--- config.mk ---
export PLATFORM = sky130hd
export DESIGN_NAME = ag32gbd_capture_seq
export DESIGN_NICKNAME = d
export VERILOG_FILES = /design/src/rtl/ag32gbd_capture_seq.sv
export SDC_FILE = /design/constraint.sdc
export NUM_CORES = 1
export LEC_CHECK = 0
export CAP_MARGIN = 40
export CORE_MARGIN = 2
export CORE_UTILIZATION = 51
export DETAILED_ROUTE_END_ITERATION = 10
export PLACE_DENSITY = 0.82
export SYNTH_ARGS = -nofsm -noshare
export SYNTH_HDL_FRONTEND = slang
export SYNTH_SLANG_ARGS = --single-unit
--- constraint.sdc ---
create_clock -name sys_clock -period 2.7 [get_ports sys_clock]
set_clock_uncertainty 0.15 [all_clocks]
set_input_delay 0.675 -clock sys_clock [delete_from_list [all_inputs] [get_ports sys_clock]]
set_output_delay 0.675 -clock sys_clock [all_outputs]
set_load 0.1 [all_outputs]
--- src/rtl/ag32gbd_capture_seq.sv ---
// Camera capture sequencer: exposure timing, 2-bit quantisation and Game Boy tile-layout frame-buffer writes.
// Optional macro AG32GBD_CAPTURE_INVERT_EN enables pixel inversion selected by latched Reg_A001[0].
`timescale 1ns/1ps
module ag32gbd_capture_seq (
  input  logic        sys_clock,
  input  logic        sys_resetn,
  input  logic        Cam_Capture,
  input  logic [7:0]  Reg_A001,
  input  logic [7:0]  Reg_A002,
  input  logic [7:0]  Reg_A003,
  input  logic        Tick_16us,
  input  logic        Pix_Valid,
  input  logic [7:0]  Pix_Data,
  output logic        Pix_Ready,
  output logic        Fb_Req_Write,
  output logic [11:0] Fb_Addr,
  output logic [7:0]  Fb_Data,
  input  logic        Fb_WriteDone,
  output logic        Sig_CamCaptureFinish
);

  typedef enum logic [2:0] {
    S_IDLE, S_EXPOSE, S_STREAM, S_WR_LO, S_WR_HI, S_FINISH
  } state_t;

  state_t      state_q, state_d;
  logic        cap_q, cap_d;
  logic [15:0] cnt_q, cnt_d;
  logic [6:0]  x_q, x_d, y_q, y_d;
  logic [7:0]  lo_q, lo_d, hi_q, hi_d;
  logic        last_q, last_d;
  logic        abort_q, abort_d;
  logic        rdy_q, rdy_d;
  logic        req_q, req_d;
  logic [11:0] addr_q, addr_d;
  logic [7:0]  data_q, data_d;
  logic        fin_q, fin_d;
  logic        inv_q, inv_d;

  logic [1:0]  pix_code;
  logic [7:0]  lo_next, hi_next;
  logic        xfer, frame_end, unused_bits;

`ifdef AG32GBD_CAPTURE_INVERT_EN
  assign pix_code    = inv_q ? ~Pix_Data[7:6] : Pix_Data[7:6];
  assign unused_bits = ^{Reg_A001[7:1], Pix_Data[5:0]};
`else
  assign pix_code    = Pix_Data[7:6];
  assign unused_bits = ^{Reg_A001, Pix_Data[5:0], inv_q};
`endif

  assign lo_next   = {lo_q[6:0], pix_code[0]};
  assign hi_next   = {hi_q[6:0], pix_code[1]};
  assign xfer      = Pix_Valid & rdy_q;
  assign frame_end = (x_q == 7'd127) && (y_q == 7'd111);

  always_comb begin
    state_d = state_q;
    cap_d   = Cam_Capture;
    cnt_d   = cnt_q;
    x_d     = x_q;
    y_d     = y_q;
    lo_d    = lo_q;
    hi_d    = hi_q;
    last_d  = last_q;
    abort_d = abort_q;
    req_d   = req_q;
    addr_d  = addr_q;
    data_d  = data_q;
    inv_d   = inv_q;
    case (state_q)
      S_IDLE: begin
        if (Cam_Capture && !cap_q) begin
          state_d = S_EXPOSE;
          cnt_d   = {Reg_A002, Reg_A003};
`ifdef AG32GBD_CAPTURE_INVERT_EN
          inv_d   = Reg_A001[0];
`else
          inv_d   = 1'b0;
`endif
          x_d     = '0;
          y_d     = '0;
          lo_d    = '0;
          hi_d    = '0;
          last_d  = 1'b0;
          abort_d = 1'b0;
        end
      end
      S_EXPOSE: begin
        if (!Cam_Capture)         state_d = S_IDLE;
        else if (cnt_q == 16'd0)  state_d = S_STREAM;
        else if (Tick_16us)       cnt_d   = cnt_q - 16'd1;
      end
      S_STREAM: begin
        if (!Cam_Capture) begin
          state_d = S_IDLE;
        end else if (xfer) begin
          lo_d = lo_next;
          hi_d = hi_next;
          x_d  = x_q + 7'd1;
          if (x_q == 7'd127) y_d = frame_end ? 7'd0 : y_q + 7'd1;
          if (x_q[2:0] == 3'd7) begin
            // Tile layout: {tile row, tile column, line in tile, plane}
            state_d = S_WR_LO;
            req_d   = 1'b1;
            addr_d  = {y_q[6:3], x_q[6:3], y_q[2:0], 1'b0};
            data_d  = lo_next;
            last_d  = frame_end;
          end
        end
      end
      S_WR_LO: begin
        abort_d = abort_q | ~Cam_Capture;
        if (req_q && Fb_WriteDone) begin
          req_d = 1'b0;
          if (abort_d) begin
            state_d = S_IDLE;
            abort_d = 1'b0;
          end else begin
            state_d   = S_WR_HI;
            addr_d[0] = 1'b1;
            data_d    = hi_q;
          end
        end
      end
      S_WR_HI: begin
        abort_d = abort_q | ~Cam_Capture;
        // First WR_HI cycle is the mandatory request gap after the low-plane write
        if (!req_q) begin
          req_d = 1'b1;
        end else if (Fb_WriteDone) begin
          req_d = 1'b0;
          if (abort_d) begin
            state_d = S_IDLE;
            abort_d = 1'b0;
          end else if (last_q) begin
            state_d = S_FINISH;
            cnt_d   = 16'd3;
          end else begin
            state_d = S_STREAM;
          end
        end
      end
      S_FINISH: begin
        if (cnt_q == 16'd0) state_d = S_IDLE;
        else                cnt_d   = cnt_q - 16'd1;
      end
      default: state_d = S_IDLE;
    endcase
    rdy_d = (state_d == S_STREAM);
    fin_d = (state_d == S_FINISH);
  end

  always_ff @(posedge sys_clock or negedge sys_resetn) begin
    if (!sys_resetn) begin
      state_q <= S_IDLE;
      cap_q   <= 1'b0;
      cnt_q   <= '0;
      x_q     <= '0;
      y_q     <= '0;
      lo_q    <= '0;
      hi_q    <= '0;
      last_q  <= 1'b0;
      abort_q <= 1'b0;
      rdy_q   <= 1'b0;
      req_q   <= 1'b0;
      addr_q  <= '0;
      data_q  <= '0;
      fin_q   <= 1'b0;
      inv_q   <= 1'b0;
    end else begin
      state_q <= state_d;
      cap_q   <= cap_d;
      cnt_q   <= cnt_d;
      x_q     <= x_d;
      y_q     <= y_d;
      lo_q    <= lo_d;
      hi_q    <= hi_d;
      last_q  <= last_d;
      abort_q <= abort_d;
      rdy_q   <= rdy_d;
      req_q   <= req_d;
      addr_q  <= addr_d;
      data_q  <= data_d;
      fin_q   <= fin_d;
      inv_q   <= inv_d;
    end
  end

  assign Pix_Ready            = rdy_q;
  assign Fb_Req_Write         = req_q;
  assign Fb_Addr              = addr_q;
  assign Fb_Data              = data_q;
  assign Sig_CamCaptureFinish = fin_q;

endmodule

==> results of run 1 <==
Yosys cell counts (3+ instances only):
library cell | n | share of area (%)
a211oi_1 | 3 | 0.60
ha_1 | 5 | 1.7
clkbuf_1 | 5 | 0.50
a32oi_1 | 3 | 0.71
xnor2_1 | 3 | 0.71
nand3b_1 | 3 | 0.60
dfrtp_1 | 74 | 50
nor3_1 | 11 | 1.5
and3_1 | 4 | 0.67
nand3_1 | 12 | 1.6
nor2_1 | 32 | 3.2
o31ai_1 | 15 | 3.0
nor2b_1 | 3 | 0.50
mux2_2 | 12 | 3.6
buf_2 | 11 | 1.5
nand2b_1 | 4 | 0.67
nand4_1 | 4 | 0.67
a22oi_1 | 4 | 0.81
a31oi_1 | 13 | 2.2
inv_1 | 7 | 0.71
o21ai_0 | 14 | 1.9
and2_1 | 4 | 0.67
nand2_1 | 37 | 3.7
o21ai_1 | 9 | 1.2
a22o_1 | 17 | 4.0
a21oi_1 | 14 | 1.9
nor3b_1 | 3 | 0.60
nor4_1 | 6 | 1.0
worst paths after layout:
check,startpoint,to
max,Cam_Capture,x_q[0]
min,sys_resetn,Fb_Addr[3]
max reg2reg,cnt_q[0],cnt_q[1]
min reg2reg,Fb_Addr[1],Fb_Addr[1]
max in group asynchronous,sys_resetn,lo_q[2]
min in group sys_clock,Fb_Addr[1],Fb_Addr[1]
routing by layer:
metal,part of all wire (%),track usage (%)
met5,0,0
met4,1.8,10.0
met3,5.2,3.88
met2,50,41.4
met1,43,29.9
sequential cells by signal, summed over array words and instances, names as in the netlist, 3 cells and up:
name,count
state_q,3
y_q,7
Fb_Data,8
Fb_Addr,12
x_q,7
hi_q,8
cnt_q,16
lo_q,7
cell families after synthesis:
kind of cell               synth area share (%)
and+or+nand+nor                            19.1
DFF                                        49.7
xor gates and xnor gates                   1.18
muxes                                      4.97
buffers and inverters                      3.69
adders and majority gates                  1.68
AOI/OAI and AO/OA                          19.7
critical path, delay by kind of cell:
family                 cells  cell delay, ps
buffers and inverters      1             570
AO/OA/AOI/OAI              1             180
multiplexers               1             360
AND/OR/NAND/NOR            2             770
power groups by stage:
stage | Combinational (W) | Sequential [W] | Clock [W]
final | 0.000633 | 0.00133 | 0.000914
after global routing | 0.000699 | 0.00135 | 0.000975
after CTS | 0.000625 | 0.00133 | 0.000930
after detailed placement | 0.000617 | 0.00135 | 0
after global placement | 0.000597 | 0.00135 | 0
after floorplan | 0.000391 | 0.00134 | 0
area by class of cell:
type	instances	area [um2]
Timing Repair Buffer	67	568
Clock buffer	12	165
Multi-Input combinational cell	272	1740
Clock inverter	4	48.8
Tap cell	99	124
Sequential cell	74	1850
Fill cell	580	2650
Inverter	7	26.3
per-stage QoR:
stage | worst slack, ps | power (W) | setup TNS (ps)
floorplan | 252 | 0.00173 | 0
global placement | -29.3 | 0.00194 | -29.3
detailed placement | -90.7 | 0.00197 | -951
CTS | 250 | 0.00289 | 0
global route | 148 | 0.00302 | 0
finish | 224 | 0.00288 | 0
==> flow_summary.json, run 1 <==
{
  "gp_congestion": 0.910,
  "grt_pass1_wl_mm": 14.8,
  "drive_gt1_share_pct": 18.3,
  "worst_path_max_delay_cell": "clkdlybuf4s50_1",
  "max_freq_ghz": 0.404,
  "slew_headroom_pct": 58.5,
  "syn_to_final_growth_pct": 21.3,
  "status": "finished clean",
  "p_switching_w": 0.000909,
  "fp.dieArea_mm2": 0.00801,
  "reg2reg_depth": 8,
  "die_x_um": 89.5,
  "grt_use_total_pct": 24.0,
  "dr.pass1.iters": 6,
  "drtAntennaViolNets": 0,
  "synth-async-reset-ratio_pct": 100,
  "final_area_mm2": 0.00452,
  "numCtsBuffers": 9,
  "cp_max_fo": 18,
  "grt_max_degree": 55,
  "num_antenna_cells": 0,
  "port_buffers": 46,
  "dpl_cell_area_mm2": 0.00431,
  "netSwitchingFraction_pct": 31.6,
  "power.density_mw_per_mm2": 637,
  "post-route-drc-count": 0,
  "post_cts_resized": 0,
  "wirelength_mm": 8.87,
  "combPwrFrac_pct": 22.0,
  "drt-initial-drc-count": 225,
  "syn_avg_cell_area_um2": 9.99,
  "critPathLaunchType": "primary input",
  "cts-root-buf": "clkbuf_8",
  "end_kind": "flip-flop",
  "post-route-util_pct": 63.0,
  "maxCapViolCount": 0,
  "clock_latency_ps": 350,
  "layout_commonest_cell": "dfrtp_1",
  "synth-seq-area-share_pct": 49.7,
  "hp-class": "in2async",
  "seq_power_share_pct": 46.3,
  "cts_tree": "done",
  "ys.flop_type": "dfrtp_1",
  "leakage_nw": 2.06,
  "netlist_area_mm2": 0.00373,
  "slowest_delay_ps": 570,
  "core-area_mm2": 0.00718,
  "post_cts_buffers": 0,
  "cts-htree-levels": 3,
  "finalCriticalPeriod_ps": 2480,
  "final_cell_mix": "dfrtp_1, buf_4, nand2_1",
  "cts_buffer_depth": 2,
  "fp.dieH_um": 89.5,
  "antenna_found_initial": 0,
  "p_clk_share_pct": 31.7,
  "synth-edff-count": 0,
  "overflow": 0,
  "via_count": 3249,
  "cts_hold_buf": 0,
  "wl_per_cell_um": 16.6,
  "yosys.cell_types.count": 56,
  "grt_pass1_vias": 3187,
  "rsz0062_at_grt": "false",
  "ios": 61,
  "crit_type": "in2reg",
  "dp.cells": 519,
  "min_period_over_period_pct": 91.7,
  "num_rows": 31,
  "initial_core_util_pct": 51.9,
  "synth_warnings": 0,
  "synthCells": 373,
  "worstPathArrival_ps": 2560,
  "worstMarginPinSlew_ps": 623,
  "syn-num-nets": 416,
  "clkSinkCount": 74,
  "nets": 474,
  "holdWs_ps": 128,
  "setup_violations": 0,
  "hpwlAfterDp_mm": 5.99,
  "internal_power_w": 0.00197,
  "path_cells": "clkdlybuf4s50_1 -> nor3b_2 -> a22oi_1 -> or2_1 -> mux2_2",
  "cp.required_ps": 2790,
  "peakVddDrop_mv": 0.378,
  "clkTransAtPathRegs_ps": 70,
  "final_cells": 535,
  "slew_viol_final": 0,
  "reg2reg_setup_slack_ps": 320,
  "synth-seq-cells": 74,
  "finalHoldViolCount": 0,
  "vias_per_cell": 6.07
}
Power figures use the tool's default switching activity.
==> run 2, diff against run 1 <==
- CORE_MARGIN: 2 -> 4
- SETUP_SLACK_MARGIN: unset -> 0.5
==> flow_summary.json, run 2 (synthesis gave the netlist of run 1 again) <==
{
  "post-route-drc-count": 0,
  "fp.dieH_um": 93.5,
  "slew_headroom_pct": 61.8,
  "min_period_over_period_pct": 78.8,
  "dp.cells": 519,
  "finalHoldViolCount": 0,
  "reg2reg_depth": 8,
  "post-route-util_pct": 65.5,
  "drive_gt1_share_pct": 20.3,
  "nets": 477,
  "nFillCells": 544,
  "slew_viol_final": 0,
  "globalRouteMet2Util_pct": 32.6,
  "initial_core_util_pct": 53.7,
  "cts_buffer_depth": 2,
  "overflow": 0,
  "cts_tree": "done",
  "largest_register_ffs": 16,
  "multi_input_area_mm2": 0.00177,
  "max_freq_ghz": 0.470,
  "antenna_found_initial": 0,
  "drtAntennaViolNets": 0,
  "grt_use_met3_pct": 3.78,
  "grt_use_total_pct": 20.9,
  "grt-busiest-layer": "met2",
  "core-area_mm2": 0.00694,
  "path_cells": "clkdlybuf4s50_1 -> and4b_1 -> nand2_1 -> o2bb2ai_1 -> or2_4 -> buf_4 -> o22ai_1",
  "syn_to_final_growth_pct": 22.0,
  "worst-path-stages": 7,
  "peakVddDrop_mv": 0.304,
  "cts-root-buf": "clkbuf_8",
  "numCtsBuffers": 9,
  "end_kind": "flip-flop",
  "grt_pass1_vias": 3178,
  "hp-class": "in2async",
  "cp_num_buf_inv": 2,
  "grt_use_met1_pct": 28.4,
  "layout_commonest_cell": "dfrtp_1",
  "worstMarginPinSlew_ps": 573,
  "cts-htree-levels": 3,
  "grt_max_degree": 26,
  "top_register": "cnt_q",
  "cp_max_fo": 8,
  "regArea_mm2": 0.00185,
  "port_buffers": 46,
  "crit_type": "in2reg",
  "wirelength_mm": 8.61,
  "worst_path_max_delay_cell": "clkdlybuf4s50_1",
  "die_x_um": 93.5,
  "gp_congestion": 0.923,
  "status": "finished clean",
  "cp.required_ps": 2820,
  "fp.dieArea_mm2": 0.00874,
  "final_cells": 535,
  "vias_per_cell": 5.94,
  "leakage_nw": 2.06,
  "final_cell_mix": "dfrtp_1, buf_4, nand2_1",
  "drt-initial-drc-count": 269,
  "crit_family": "buffers and inverters",
  "setup_violations": 0,
  "worstPathArrival_ps": 2240,
  "critPathLaunchType": "primary input",
  "dr.pass1.iters": 6,
  "num_rows": 30,
  "cts_hold_buf": 0,
  "ios": 61,
  "slowest_delay_ps": 510,
  "num_antenna_cells": 0,
  "grt_pass1_wl_mm": 14.7,
  "post_cts_buffers": 0,
  "maxCapViolCount": 0,
  "clock_latency_ps": 350,
  "clkTransAtPathRegs_ps": 80,
  "clkSinkCount": 74,
  "rsz0062_at_grt": "true",
  "hpwlAfterDp_mm": 6.02,
  "holdWs_ps": 171,
  "wl_per_cell_um": 16.1,
  "finalCriticalPeriod_ps": 2130,
  "via_count": 3180,
  "power.density_mw_per_mm2": 623
}
## run 2: changes by cell type in the layout (fill, tap and decap cells not counted), sizes merged
cell           delta
dlygate4sd2       +1
clkinvlp          +1
clkbuf            -2
inv               +1
clkdlybuf4s50     -1
buf               +3
## run 2: final timing paths
check | start | end | slack (ps)
min in group sys_clock | Fb_Addr[3] | Fb_Addr[3] | 360
min | sys_resetn | Fb_Addr[8] | 170
min reg2reg | Fb_Addr[3] | Fb_Addr[3] | 360
max | Fb_WriteDone | cnt_q[15] | 570
max reg2reg | cnt_q[0] | cnt_q[15] | 590
max in group asynchronous | sys_resetn | Fb_Req_Write | 1600
## run 2: power breakdown
| part | internal, W | total, W | switching [W] | leakage [nW] |
|---|---|---|---|---|
| Combinational | 0.000279 | 0.000650 | 0.000371 | 0.967 |
| Sequential | 0.00121 | 0.00134 | 0.000130 | 0.999 |
| Clock | 0.000429 | 0.000849 | 0.000420 | 0.0966 |
| Total | 0.00191 | 0.00283 | 0.000922 | 2.06 |
## run 2: metrics by stage
step	area, um2	worst slack, ps	setup TNS, ps	power, W
2_1_floorplan	3730	542	0	0.00173
3_3_place_gp	4320	-29.8	-29.8	0.00195
3_5_place_dp	4330	-68.0	-551	0.00198
4_1_cts	4540	539	0	0.00284
5_1_grt	4550	458	0	0.00299
6_report	4550	573	0	0.00283
## run 2: final cells by class
class	count	share of cell area (%)
multi-input cells	272	38.8
flip-flops and latches	74	40.8
clock inverters	6	1.43
inverters	7	0.578
repair buffers	70	13.0
clock buffers	10	2.81
well taps	96	2.64
## run 2: routing by layer
metal | share of wire [%] | vias up
li1 | - | 1511
met1 | 45 | 1533
met2 | 47 | 116
met3 | 5.9 | 20
met4 | 1.8 | 0
met5 | 0 | -
## run 2: timing repair
item,in CTS,in global routing
resized for setup,6,2
setup endpoints to repair,32,14
pin swaps,1,0
gates cloned,0,0
